--- src/rtl/amstrad_ram_arbiter_pkg.sv ---
// Shared types and constants for the Amstrad RAM arbiter.
// Covers the arbiter FSM states, the default video page group and the open-bus value.
package amstrad_ram_arbiter_pkg;

    localparam int ADDR_W = 23;

    localparam logic [6:0] VID_BASE_DEFAULT = 7'h02;
    localparam logic [7:0] MAX_WAIT_DEFAULT = 8'd64;
    localparam logic [7:0] OPEN_BUS         = 8'hFF;

    typedef enum logic [2:0] {
        IDLE,
        VID_LO,
        VID_HI,
        CPU_WR,
        CPU_RD
    } arb_state_t;

endpackage

--- src/rtl/amstrad_wr_buffer.sv ---
// Single-entry posted-write buffer.
// A load takes priority over a clear; hit compares the held address against a CPU read.
module amstrad_wr_buffer
    import amstrad_ram_arbiter_pkg::*;
(
    input  logic              CLK,
    input  logic              reset,
    input  logic              load,
    input  logic              clear,
    input  logic [ADDR_W-1:0] load_addr,
    input  logic [7:0]        load_data,
    input  logic [ADDR_W-1:0] cmp_addr,
    output logic              valid,
    output logic [ADDR_W-1:0] addr,
    output logic [7:0]        data,
    output logic              hit
);

    always_ff @(posedge CLK) begin
        if (reset) begin
            valid <= 1'b0;
            addr  <= '0;
            data  <= '0;
        end else if (load) begin
            valid <= 1'b1;
            addr  <= load_addr;
            data  <= load_data;
        end else if (clear) begin
            valid <= 1'b0;
        end
    end

    assign hit = valid && (addr == cmp_addr);

endmodule

--- src/rtl/amstrad_ram_arbiter.sv ---
// Arbitrates gate-array video word fetches, posted CPU writes and CPU reads
// onto a single SDRAM request/ack channel.
module amstrad_ram_arbiter
    import amstrad_ram_arbiter_pkg::*;
#(
    parameter logic [6:0] VID_BASE = VID_BASE_DEFAULT,
    parameter logic [7:0] MAX_WAIT = MAX_WAIT_DEFAULT
) (
    input  logic        CLK,
    input  logic        reset,
    input  logic        cpu_rd,
    input  logic        cpu_wr,
    input  logic [22:0] cpu_addr,
    input  logic [7:0]  cpu_dout,
    output logic [7:0]  cpu_din,
    output logic        cpu_wait,
    input  logic        vid_req,
    input  logic [14:0] vid_addr,
    output logic [15:0] vid_data,
    output logic        vid_valid,
    output logic        mem_req,
    output logic        mem_we,
    output logic [22:0] mem_addr,
    output logic [7:0]  mem_wdata,
    input  logic [7:0]  mem_rdata,
    input  logic        mem_ack,
    output logic        err_timeout
);

    arb_state_t  state, state_next;
    logic        old_rd, old_wr, rd_edge, wr_edge;
    logic        rd_pending, rd_hit_pending, wr_stall, vid_pending;
    logic [22:0] rd_addr;
    logic [7:0]  hit_data, vid_lo_byte, wait_cnt;
    logic [14:0] vid_pend_addr;
    logic        buf_valid, buf_hit, buf_load, buf_clear;
    logic [22:0] buf_addr;
    logic [7:0]  buf_data;
    logic        grant_vid, grant_wr, grant_rd, acked, timed_out;

    assign rd_edge   = cpu_rd & ~old_rd;
    assign wr_edge   = cpu_wr & ~old_wr;
    assign buf_load  = ~buf_valid & (wr_stall | wr_edge);
    assign buf_clear = (state == CPU_WR) & (acked | timed_out);
    assign mem_req   = (state != IDLE);
    assign mem_we    = (state == CPU_WR);

    amstrad_wr_buffer u_wr_buffer (
        .CLK       (CLK),
        .reset     (reset),
        .load      (buf_load),
        .clear     (buf_clear),
        .load_addr (cpu_addr),
        .load_data (cpu_dout),
        .cmp_addr  (cpu_addr),
        .valid     (buf_valid),
        .addr      (buf_addr),
        .data      (buf_data),
        .hit       (buf_hit)
    );

    // Acks only count while an access is in flight, so a stray ack in IDLE is ignored.
    always_comb begin
        state_next = state;
        grant_vid  = 1'b0;
        grant_wr   = 1'b0;
        grant_rd   = 1'b0;
        acked      = 1'b0;
        timed_out  = 1'b0;
        if (state != IDLE) begin
            acked     = mem_ack;
            timed_out = ~mem_ack && (wait_cnt == MAX_WAIT - 8'd1);
        end
        unique case (state)
            IDLE: begin
                if (vid_pending) begin
                    grant_vid  = 1'b1;
                    state_next = VID_LO;
                end else if (buf_valid) begin
                    grant_wr   = 1'b1;
                    state_next = CPU_WR;
                end else if (rd_pending) begin
                    grant_rd   = 1'b1;
                    state_next = CPU_RD;
                end
            end
            VID_LO:                 if (acked) state_next = VID_HI;
            VID_HI, CPU_WR, CPU_RD: if (acked) state_next = IDLE;
            default:                state_next = IDLE;
        endcase
        if (timed_out) state_next = IDLE;
    end

    always_ff @(posedge CLK) begin
        if (reset) begin
            state          <= IDLE;
            old_rd         <= 1'b0;
            old_wr         <= 1'b0;
            rd_pending     <= 1'b0;
            rd_hit_pending <= 1'b0;
            wr_stall       <= 1'b0;
            vid_pending    <= 1'b0;
            rd_addr        <= '0;
            hit_data       <= '0;
            vid_pend_addr  <= '0;
            vid_lo_byte    <= '0;
            wait_cnt       <= '0;
            cpu_din        <= OPEN_BUS;
            cpu_wait       <= 1'b0;
            vid_data       <= '0;
            vid_valid      <= 1'b0;
            err_timeout    <= 1'b0;
            mem_addr       <= '0;
            mem_wdata      <= '0;
        end else begin
            state       <= state_next;
            old_rd      <= cpu_rd;
            old_wr      <= cpu_wr;
            vid_valid   <= 1'b0;
            err_timeout <= timed_out;

            if (grant_vid | grant_wr | grant_rd | ((state == VID_LO) & acked))
                wait_cnt <= '0;
            else if (state != IDLE)
                wait_cnt <= wait_cnt + 8'd1;

            // A video request arriving while one is already pending is dropped.
            if (vid_req && !vid_pending) begin
                vid_pending   <= 1'b1;
                vid_pend_addr <= vid_addr;
            end
            if (grant_vid) begin
                vid_pending <= 1'b0;
                mem_addr    <= {VID_BASE, vid_pend_addr, 1'b0};
            end
            if (grant_wr) begin
                mem_addr  <= buf_addr;
                mem_wdata <= buf_data;
            end
            if (grant_rd) begin
                rd_pending <= 1'b0;
                mem_addr   <= rd_addr;
            end
            if ((state == VID_LO) && acked) begin
                vid_lo_byte <= mem_rdata;
                mem_addr[0] <= 1'b1;
            end
            if ((state == VID_HI) && acked) begin
                vid_data  <= {mem_rdata, vid_lo_byte};
                vid_valid <= 1'b1;
            end

            // Reads that hit the posted write are answered locally, one cycle after the wait.
            if (rd_edge) begin
                cpu_wait <= 1'b1;
                if (buf_hit) begin
                    rd_hit_pending <= 1'b1;
                    hit_data       <= buf_data;
                end else begin
                    rd_pending <= 1'b1;
                    rd_addr    <= cpu_addr;
                end
            end
            if (rd_hit_pending) begin
                rd_hit_pending <= 1'b0;
                cpu_din        <= hit_data;
                cpu_wait       <= 1'b0;
            end
            if ((state == CPU_RD) && acked) begin
                cpu_din  <= mem_rdata;
                cpu_wait <= 1'b0;
            end
            if ((state == CPU_RD) && timed_out) begin
                cpu_din  <= OPEN_BUS;
                cpu_wait <= 1'b0;
            end

            if (wr_edge && buf_valid) begin
                wr_stall <= 1'b1;
                cpu_wait <= 1'b1;
            end
            if (wr_stall && !buf_valid) begin
                wr_stall <= 1'b0;
                cpu_wait <= 1'b0;
            end
        end
    end

endmodule

--- config.mk ---
export PLATFORM = sky130hd
export DESIGN_NAME = amstrad_ram_arbiter
export DESIGN_NICKNAME = d
export VERILOG_FILES = /design/src/rtl/amstrad_ram_arbiter_pkg.sv /design/src/rtl/amstrad_wr_buffer.sv /design/src/rtl/amstrad_ram_arbiter.sv
export SDC_FILE = /design/constraint.sdc
export NUM_CORES = 1
export LEC_CHECK = 0
export ABC_AREA = 1
export BUFFER_PORTS_ARGS = -buffer_cell sky130_fd_sc_hd__buf_2
export CORE_ASPECT_RATIO = 0.5
export CORE_UTILIZATION = 60
export DETAILED_ROUTE_END_ITERATION = 6
export PLACE_DENSITY_LB_ADDON = 0.1
export SETUP_SLACK_MARGIN = 0.3
export SYNTH_ARGS = -nofsm -noshare
export SYNTH_HDL_FRONTEND = slang
export SYNTH_SLANG_ARGS = --single-unit
export TNS_END_PERCENT = 10
--- constraint.sdc ---
create_clock -name CLK -period 2.6 [get_ports CLK]
set_clock_uncertainty 0.2 [all_clocks]
set_input_delay 0.13 -clock CLK [delete_from_list [all_inputs] [get_ports CLK]]
set_output_delay 0.13 -clock CLK [all_outputs]
set_load 0.005 [all_outputs]
==> results of run 1 <==
==> power groups by stage <==
stage	clock network, mW	logic (mW)	registers [mW]
floorplan	0	0.892	3.00
global placement	0	1.31	3.01
detailed placement	0	1.33	3.02
CTS	2.55	1.42	2.97
global route	2.65	1.62	3.01
finish	2.53	1.44	2.98
==> critical path: cells and delay by family (launching register included) <==
family	cells	cell delay, ns
simple gates	7	0.91
buf+inv	2	0.39
flops	1	0.37
compound gates	1	0.17
==> sequential cells by signal (all words and copies together) (netlist names), 3 cells and up <==
register and flops:
cpu_din 8, hit_data 8, mem_addr 23, mem_wdata 8, rd_addr 23, state 3
u_wr_buffer.addr 23, u_wr_buffer.data 8, vid_data 16, vid_lo_byte 8, vid_pend_addr 15, wait_cnt 8
==> layout by cell type, fill, tap and decap left out, types with 2 or more instances in the layout <==
master and n:
nor2_4 3, nand2_2 4, o21ai_0 88, nand2_1 207, dlygate4sd3_1 60, buf_2 119, inv_2 15, clkinv_1 2
nand4_1 18, nand3_2 11, clkbuf_16 17, inv_1 83, nor2_2 5, nor2_1 132, dfxtp_1 161, nor3_1 6
buf_4 7, a31oi_1 22, a21oi_1 81, inv_8 4, buf_12 3, o211ai_1 16, clkinv_8 2, nand3_1 38
clkinvlp_4 3, xor2_1 2, xnor2_1 2, clkinv_4 3, inv_6 2, a211oi_1 9
==> stage by stage <==
stage               area (um2)  std cells
detailed placement        7590       1189
CTS                       8790       1281
global route              8800       1281
global placement          7590       1189
floorplan                 6960        967
finish                    8800       1281
==> worst min-delay path by stage <==
stage | startpoint | to | slack [ns] | cells past startpoint
finish | vid_pend_addr[6] | vid_pend_addr[6] | 0.26 | 2
global route | vid_pend_addr[8] | vid_pend_addr[8] | 0.27 | 2
CTS | vid_pend_addr[13] | vid_pend_addr[13] | 0.26 | 2
detailed placement | cpu_wr | old_wr | 0.18 | 3
global placement | cpu_rd | old_rd | 0.18 | 3
floorplan | reset | u_wr_buffer.data[0] | 0.008 | 1
==> cell families after synthesis <==
family	synth area share, %
and+or+nand+nor	26.4
AOI/OAI and AO/OA	17.3
DFF	46.3
buffers and inverters	9.19
xor gates and xnor gates	0.504
adders and majority gates	0.180
==> what timing repair did <==
action | 4_1_cts | 5_1_grt
endpoints found under the hold margin | 107 | 0
hold buffers | 60 | 0
endpoints found under the setup margin | 0 | 8
gates resized for setup | 0 | 1
==> layout make-up <==
class                           count  area (um2)
Clock buffer                       17         425
Clock inverter                     15         174
Fill cell                         819        2350
Inverter                          101         382
Multi-Input combinational cell    653        3110
Sequential cell                   161        3220
Tap cell                          145         181
Timing Repair Buffer              189        1310
==> metal layers <==
layer,up-vias,routed length [um],track usage [%]
li1,3467,-,-
met1,3202,8320,40.3
met2,276,8590,53.9
met3,46,1290,7.01
met4,0,482,13.9
met5,-,0,0
==> out/metrics.yaml, run 1 <==
yosys:
  synth_cells: 967
  synth_top_area_share_pct: 46.3
  synth_nets: 1028
  syn_area_um2: 6960
  ys_async_sr_fraction_pct: 0
  synth_area_per_cell_um2: 7.19
  yosysSeqAreaShare_pct: 46.3
  synthTopCellsByArea: "dfxtp_1 46%, nand2_1 11%, nor2_1 7.2%"
  ys_warn_count: 0
  synth_seq_cells: 161
  synth_top_flop_cell: "dfxtp_1"
  synth.most_common_cell: "nand2_1"
  synth-edff-count: 0
  netlist_top_cells_count: "207 x nand2_1, 161 x dfxtp_1, 133 x nor2_1"
  synth_largest_area_cell: "dfxtp_1"
  ys_types: 35
final_layout:
  diodes: 0
  layout-drive-gt1-share_pct: 18.0
  fin_util_pct: 78.9
  nets: 1184
  syn2layout_area_growth_pct: 26.5
placement:
  portBuffers: 119
  dp_hpwl_mm: 11.8
  preCtsSetupSlack_ns: 0.541
  gp_congestion: 0.933
global_route:
  grt_first_pass_wirelength_mm: 30.7
  grt_overflow: 0
  antenna_found_initial: 0
  grt_max_degree: 56
  grt_pass1_vias: 6429
  grtUsageTotal_pct: 32.1
clock_network:
  cts_made_buffers: 17
  cts_tree: "done"
  clk_latency_ns: 0.43
  cts_root_buffer: "clkbuf_16"
  htree_levels: 4
  clock_sinks: 161
  clk_path_buf_depth: 2
  path_clk_slew_ns: 0.07
  cts_setup_buffers: 0
timing:
  finalHoldViolations: 0
  maxSlewHeadroom_pct: 47.9
  min_period_ns: 2.15
  worst_slack_ns: 0.449
  rsz0062_at_grt: "yes"
  slew_viol_final: 0
  max_freq_ghz: 0.465
  tns_ns: 0
  worstMarginPinSlew_ns: 0.780
  setup_viol: 0
  timing.hold.ws_ns: 0.258
  min_period_over_period_pct: 82.7
route:
  drc: 0
  routedWlPerCell_um: 14.6
  vias: 6991
  drt_pre_antenna_iters: 5
  drt-initial-drc-count: 633
  drt-total-wl_mm: 18.7
  vias_per_cell: 5.46
  ant_nets: 0
status:
  outcome: "finished clean"
worst_setup_path:
  worstPathArrival_ns: 2.27
  path_common_cell: "nand2_1"
  r2r_end: "rd_addr[1]"
  crit_chain: "inv_1 > nand2_1 > nand2_1 > nor2_1 > nand2_1 > nor2_2 > nand3_2 > buf_4 > a21oi_1 > nor2_1"
  cp_slowest_cell: "dfxtp_1"
  regToRegStartpoint: "u_wr_buffer.addr[3]"
  cp_max_fo: 19
  cpPeakStageDelay_ns: 0.37
  cp-startpoint: "u_wr_buffer.addr[3]"
  startpoint_type: "flop"
  crit_end: "rd_addr[1]"
  r2r_slack_ns: 0.45
  cp-end-kind: "flop"
  ff2ff_path_depth: 10
  critPathKind: "flop to flop"
  crit_required_ns: 2.72
pwr:
  p_int_mw: 4.71
  ir_drop_mv: 0.500
  combinationalPowerShare_pct: 20.7
  leakage_nw: 4.03
  p_per_area_nw_per_um2: 790
  p_sw_share_pct: 32.3
  p_switching_mw: 2.25
  power.total_mw: 6.95
  pwr-share-seq_pct: 42.8
  clock_power_share_pct: 36.4
floorplan:
  io_pins: 120
  design.die.area_um2: 12100
  die_h_um: 78.1
  rows: 27
  initial_core_util_pct: 62.4
  die_w_um: 154
  fp.coreArea_um2: 11100
worst_hold_path:
  holdCritPathClass: "flop to flop"
run:
  max-cap-violations: 0
(Power assumes the default switching activity.)
==> inputs of run 2 (changes only) <==
--- a/config.mk
+++ b/config.mk
@@ -8,7 +8,7 @@
 export ABC_AREA = 1
 export BUFFER_PORTS_ARGS = -buffer_cell sky130_fd_sc_hd__buf_2
 export CORE_ASPECT_RATIO = 0.5
-export CORE_UTILIZATION = 60
+export CORE_UTILIZATION = 51
 export DETAILED_ROUTE_END_ITERATION = 6
 export PLACE_DENSITY_LB_ADDON = 0.1
 export SETUP_SLACK_MARGIN = 0.3
==> constraint.sdc (replaced) <==
create_clock -name CLK -period 1.8 [get_ports CLK]
set_clock_uncertainty 0.2 [all_clocks]
set_input_delay 0.09 -clock CLK [delete_from_list [all_inputs] [get_ports CLK]]
set_output_delay 0.09 -clock CLK [all_outputs]
set_load 0.005 [all_outputs]
==> out/metrics.yaml, run 2 (synthesized netlist as in run 1, its figures left out) <==
floorplan:
  io_pins: 120
  die_w_um: 167
  design.die.area_um2: 14100
  initial_core_util_pct: 53.5
  rows: 29
  fp.coreArea_um2: 13000
  die_h_um: 84.6
clock_network:
  cts_tree: "done"
  clock_sinks: 161
  cts_made_buffers: 17
  clk_path_buf_depth: 2
  clk_latency_ns: 0.43
  cts_root_buffer: "clkbuf_16"
  path_clk_slew_ns: 0.07
  htree_levels: 4
global_route:
  grt_overflow: 0
  grt_max_degree: 56
  grtUsageTotal_pct: 29.0
  grt_first_pass_wirelength_mm: 32.8
  antenna_found_initial: 0
  grt_pass1_vias: 6808
worst_setup_path:
  cp-startpoint: "u_wr_buffer.addr[21]"
  worstPathArrival_ns: 2.04
  ff2ff_path_depth: 13
  critPathKind: "flop to flop"
  cp_slowest_cell: "dfxtp_2"
  startpoint_type: "flop"
  cp_max_fo: 8
  crit_chain: "inv_2 > nand2_1 > nand2_1 > nor2_1 > nand2_1 > nor2_4 > buf_6 > inv_2 > nor2_4 > buf_6 > nand3_2 > nand2_2 > nor2_1"
  regToRegStartpoint: "u_wr_buffer.addr[21]"
  crit_required_ns: 1.93
  cp-end-kind: "flop"
  cp.depth: 13
  r2r_slack_ns: -0.11
  cpPeakStageDelay_ns: 0.35
  r2r_end: "hit_data[7]"
  path_buf_inv: 4
  path_delay_family: "simple AND/OR/NAND/NOR gates"
  path_common_cell: "nand2_1"
route:
  ant_nets: 0
  routedWlPerCell_um: 15.4
  drt-initial-drc-count: 488
  drc: 0
  vias: 7437
  drt-total-wl_mm: 21.5
  vias_per_cell: 5.33
  drt_pre_antenna_iters: 5
timing:
  setup_viol: 30
  slew_viol_final: 0
  max_freq_ghz: 0.524
  finalHoldViolations: 0
  timing.hold.ws_ns: 0.00717
  worstMarginPinSlew_ns: 0.528
  min_period_over_period_pct: 106
  rsz0062_at_grt: "yes"
  maxSlewHeadroom_pct: 64.8
  min_period_ns: 1.91
  worst_slack_ns: -0.109
pwr:
  ir_drop_mv: 0.596
  p_switching_mw: 3.67
  leakage_nw: 4.64
  clock_power_share_pct: 33.1
  p_int_mw: 7.32
  combinationalPowerShare_pct: 27.3
  p_per_area_nw_per_um2: 1060
  pwr-share-seq_pct: 39.6
  p_sw_share_pct: 33.4
run:
  max-cap-violations: 0
worst_hold_path:
  hold_path_startpoint: "cpu_addr[17]"
  hold_path_end: "rd_hit_pending"
  holdPathStages: 8
  holdCritPathClass: "input pin to flop"
final_layout:
  final_area_um2: 10400
  top_regs: "mem_addr x23, rd_addr x23, u_wr_buffer.addr x23"
  layout_common_cells: "167 x nand2_1, 131 x dfxtp_1, 118 x buf_2"
  syn2layout_area_growth_pct: 49.5
  final_common_cell: "nand2_1"
  diodes: 0
  layout-drive-gt1-share_pct: 38.3
  nets: 1273
  fin_util_pct: 80.1
placement:
  place_area_um2: 8320
  preCtsSetupSlack_ns: -0.0877
  portBuffers: 119
  gp_congestion: 0.883
  dp_hpwl_mm: 12.8
status:
  violations: "negative setup slack"
  outcome: "complete, but fails checks"
==> run 2: routing by layer <==
metal | global-route usage [%] | part of all wire (%) | vias up
li1 | - | - | 3673
met1 | 37.1 | 44 | 3478
met2 | 49.6 | 49 | 252
met3 | 4.48 | 5.5 | 34
met4 | 11.7 | 1.7 | 0
met5 | 0 | 0 | -
==> run 2: worst max path at each step <==
stage / endpoint / slack (ns)
2_1_floorplan: rd_addr[0] / 0.21
3_3_place_gp: hit_data[4] / -0.02
3_5_place_dp: hit_data[1] / -0.09
4_1_cts: hit_data[4] / -0.02
5_1_grt: hit_data[5] / -0.20
6_report: hit_data[7] / -0.11
==> run 2: power by group through the flow <==
stage	Sequential, mW	Combinational (mW)	Clock (mW)
floorplan	4.34	1.30	0
global placement	4.33	2.23	0
detailed placement	4.34	2.28	0
CTS	4.31	2.73	3.65
global route	4.40	3.26	3.83
finish	4.36	3.00	3.64
==> run 2: area by class of cell <==
type	instances	area, um2
Tap cell	170	213
Clock buffer	17	425
Timing Repair Buffer	278	2120
Multi-Input combinational cell	653	3770
Fill cell	863	2590
Inverter	101	430
Sequential cell	161	3270
Clock inverter	15	168
==> run 2: tightest hold or removal path: cells and delay by family <==
kind / cells / cell delay, ns
simple gates: 7 / 0.40
buf+inv: 1 / 0.10
==> run 2: metrics by stage <==
step,instances,setup TNS (ns),power [mW]
global route,1395,-4.87,11.5
CTS,1387,-0.0768,10.7
finish,1395,-1.50,11.0
detailed placement,1290,-0.647,6.62
global placement,1290,-0.109,6.56
floorplan,967,0,5.64
==> run 2: timing repair <==
item                       4_1_cts  5_1_grt
cloned                           0        1
pin swaps                       94       80
hold buffers                    60        0
hold endpoints to repair       103        0
buffers inserted                 5        7
setup endpoints to repair      141      141
gates resized for setup        131      110
==> inputs of run 3 (changes only) <==
--- a/config.mk
+++ b/config.mk
@@ -14,5 +14,6 @@
 export SETUP_SLACK_MARGIN = 0.3
 export SYNTH_ARGS = -nofsm -noshare
 export SYNTH_HDL_FRONTEND = slang
+export SYNTH_HIERARCHICAL = 1
 export SYNTH_SLANG_ARGS = --single-unit
 export TNS_END_PERCENT = 10
==> out/metrics.yaml, run 3 <==
global_route:
  globalRouteMet2Util_pct: 46.9
  use_met3_pct: 5.26
  grt.busiest_layer: "met2"
  grt_overflow: 0
  grt_first_pass_wirelength_mm: 31.6
  grtUsageTotal_pct: 27.4
  grt_max_degree: 80
  groute.layer.met1.usage_pct: 35.3
  antenna_found_initial: 0
  grt_pass1_vias: 6625
final_layout:
  seqCellArea_um2: 3250
  layout-drive-gt1-share_pct: 28.5
  final_area_um2: 9870
  syn2layout_area_growth_pct: 37.8
  final_common_cell: "nand2_1"
  layout_common_cells: "187 x nand2_1, 141 x dfxtp_1, 125 x inv_1"
  fin_cells: 1408
  top_regs: "mem_addr x23, rd_addr x23, u_wr_buffer/addr x23"
  multi_input_area_um2: 3540
  fin_util_pct: 72.5
  nets: 1264
  n_fill_cell: 1093
  diodes: 0
placement:
  preCtsSetupSlack_ns: -0.144
  dp.cells: 1307
  place_area_um2: 8100
  dp_hpwl_mm: 12.6
  gp_congestion: 0.865
  portBuffers: 119
timing:
  maxSlewHeadroom_pct: 34.9
  max_freq_ghz: 0.499
  setup_viol: 33
  min_period_over_period_pct: 111
  tns_ns: -4.43
  slew_viol_final: 0
  min_period_ns: 2.00
  finalHoldViolations: 0
  rsz0062_at_grt: "yes"
  worst_slack_ns: -0.203
  timing.hold.ws_ns: 0.0151
  worstMarginPinSlew_ns: 0.976
yosys:
  synth-edff-count: 0
  yosysSeqAreaShare_pct: 45.0
  synth_top_flop_cell: "dfxtp_1"
  synth_cells: 1010
  synth.most_common_cell: "nand2_1"
  ys_warn_count: 6
  synthTopCellsByArea: "dfxtp_1 45%, nand2_1 11%, a21oi_1 8.6%"
  ys_types: 33
  netlist_top_cells_count: "214 x nand2_1, 161 x dfxtp_1, 133 x inv_1"
  syn_area_um2: 7160
  synth_nets: 1071
  synth_top_area_share_pct: 45.0
  synth_seq_cells: 161
  synth_area_per_cell_um2: 7.09
  ys_async_sr_fraction_pct: 0
  synth_largest_area_cell: "dfxtp_1"
worst_setup_path:
  crit_end: "rd_addr[7]"
  cp.depth: 13
  path_buf_inv: 4
  startpoint_type: "flop"
  crit_required_ns: 1.85
  ff2ff_path_depth: 13
  r2r_end: "rd_addr[7]"
  path_delay_family: "simple AND/OR/NAND/NOR gates"
  cp_max_fo: 7
  regToRegStartpoint: "u_wr_buffer/addr[0]"
  cpPeakStageDelay_ns: 0.35
  crit_chain: "inv_2 > nand2_2 > nand2_1 > nor2_1 > nand2_1 > nor2_2 > nand2_1 > nor2_2 > buf_6 > clkinv_8 > clkbuf_16 > nand3_2 > a21oi_1"
  cp-startpoint: "u_wr_buffer/addr[0]"
  cp-end-kind: "flop"
  worstPathArrival_ns: 2.05
  path_common_cell: "nand2_1"
  critPathKind: "flop to flop"
  r2r_slack_ns: -0.20
  cp_slowest_cell: "dfxtp_2"
pwr:
  leakage_nw: 4.38
  power.total_mw: 9.87
  p_per_area_nw_per_um2: 999
  ir_drop_mv: 0.654
route:
  drt_pre_antenna_iters: 6
  vias_per_cell: 5.12
  routedWlPerCell_um: 14.3
  ant_nets: 0
  vias: 7204
  drt-initial-drc-count: 486
  drc: 0
  drt-total-wl_mm: 20.1
clock_network:
  htree_levels: 4
  cts_made_buffers: 17
  path_clk_slew_ns: 0.07
  clk_path_buf_depth: 2
  cts_tree: "done"
  clk_latency_ns: 0.42
  clock_sinks: 161
  cts_root_buffer: "clkbuf_16"
floorplan:
  initial_core_util_pct: 52.6
  fp.coreArea_um2: 13600
  die_h_um: 85.8
  rows: 30
  io_pins: 120
  die_w_um: 170
  design.die.area_um2: 14600
worst_hold_path:
  holdCritPathClass: "input pin to flop"
status:
  violations: "negative setup slack"
  outcome: "complete, but fails checks"
run:
  max-cap-violations: 0
[run 3: cell count changes after synthesis, moves of 14 or more]
cell and delta:
a211oi_2 +14, a21oi_1 +42, a31oi_1 -22, inv_1 +49, nand3_1 +46, nor2_1 -28, o211ai_1 -15, o21ai_0 -20
[run 3: cell type report]
type / instances / share of cell area [%]
clock buffer: 18 / 4.45
clock inverter: 14 / 1.60
inverter: 140 / 5.61
multi-input combinational: 657 / 35.9
sequential: 161 / 33.0
tap: 192 / 2.43
timing repair buffer: 226 / 17.0
[run 3: metal layers]
metal | vias to the layer above | share of wire (%)
li1 | 3623 | -
met1 | 3342 | 45
met2 | 197 | 48
met3 | 42 | 5.2
met4 | 0 | 1.9
met5 | - | 0
[run 3: how the worst min path moves through the flow]
stage	slack (ns)	startpoint	cells past startpoint	endpoint
after detailed placement	0.13	cpu_wr	3	old_wr
after CTS	0.05	cpu_rd	5	rd_addr[21]
after floorplan	-0.04	reset	1	u_wr_buffer/addr[19]
final	0.02	cpu_rd	5	rd_hit_pending
after global routing	0.06	cpu_rd	5	rd_hit_pending
after global placement	0.12	cpu_wr	3	old_wr
[run 3: worst reg2reg max path, delay by kind of cell, from the launching register on]
kind | cells | cell delay (ns)
AND/OR/NAND/NOR | 8 | 0.69
AO/OA/AOI/OAI | 1 | 0.07
flip-flops | 1 | 0.35
buffers and inverters | 4 | 0.50
[run 3: timing repair]
| action | 4_1_cts | 5_1_grt |
|---|---|---|
| resized for setup | 27 | 106 |
| setup endpoints to repair | 133 | 134 |
| hold buffers | 58 | 1 |
| buffers inserted | 2 | 3 |
| pin swaps | 17 | 58 |
| hold endpoints to repair | 100 | 1 |
| cloned | 2 | 3 |
[run 3: where the power goes]
part           switching, mW  internal (mW)
Clock                   1.65           2.02
Sequential             0.191           3.89
Combinational           1.27          0.839
Total                   3.11           6.75
[run 3: kinds of logic (layout without fill, tap and decap cells)]
family                     Yosys count  in the layout  share of synthesized area [%]
buffers and inverters              195            398                           11.6
xor gates and xnor gates             5              5                          0.612
and+or+nand+nor                    439            442                           26.3
adders and majority gates            1              1                          0.175
AOI/OAI and AO/OA                  209            209                           16.3
DFF                                161            161                           45.0
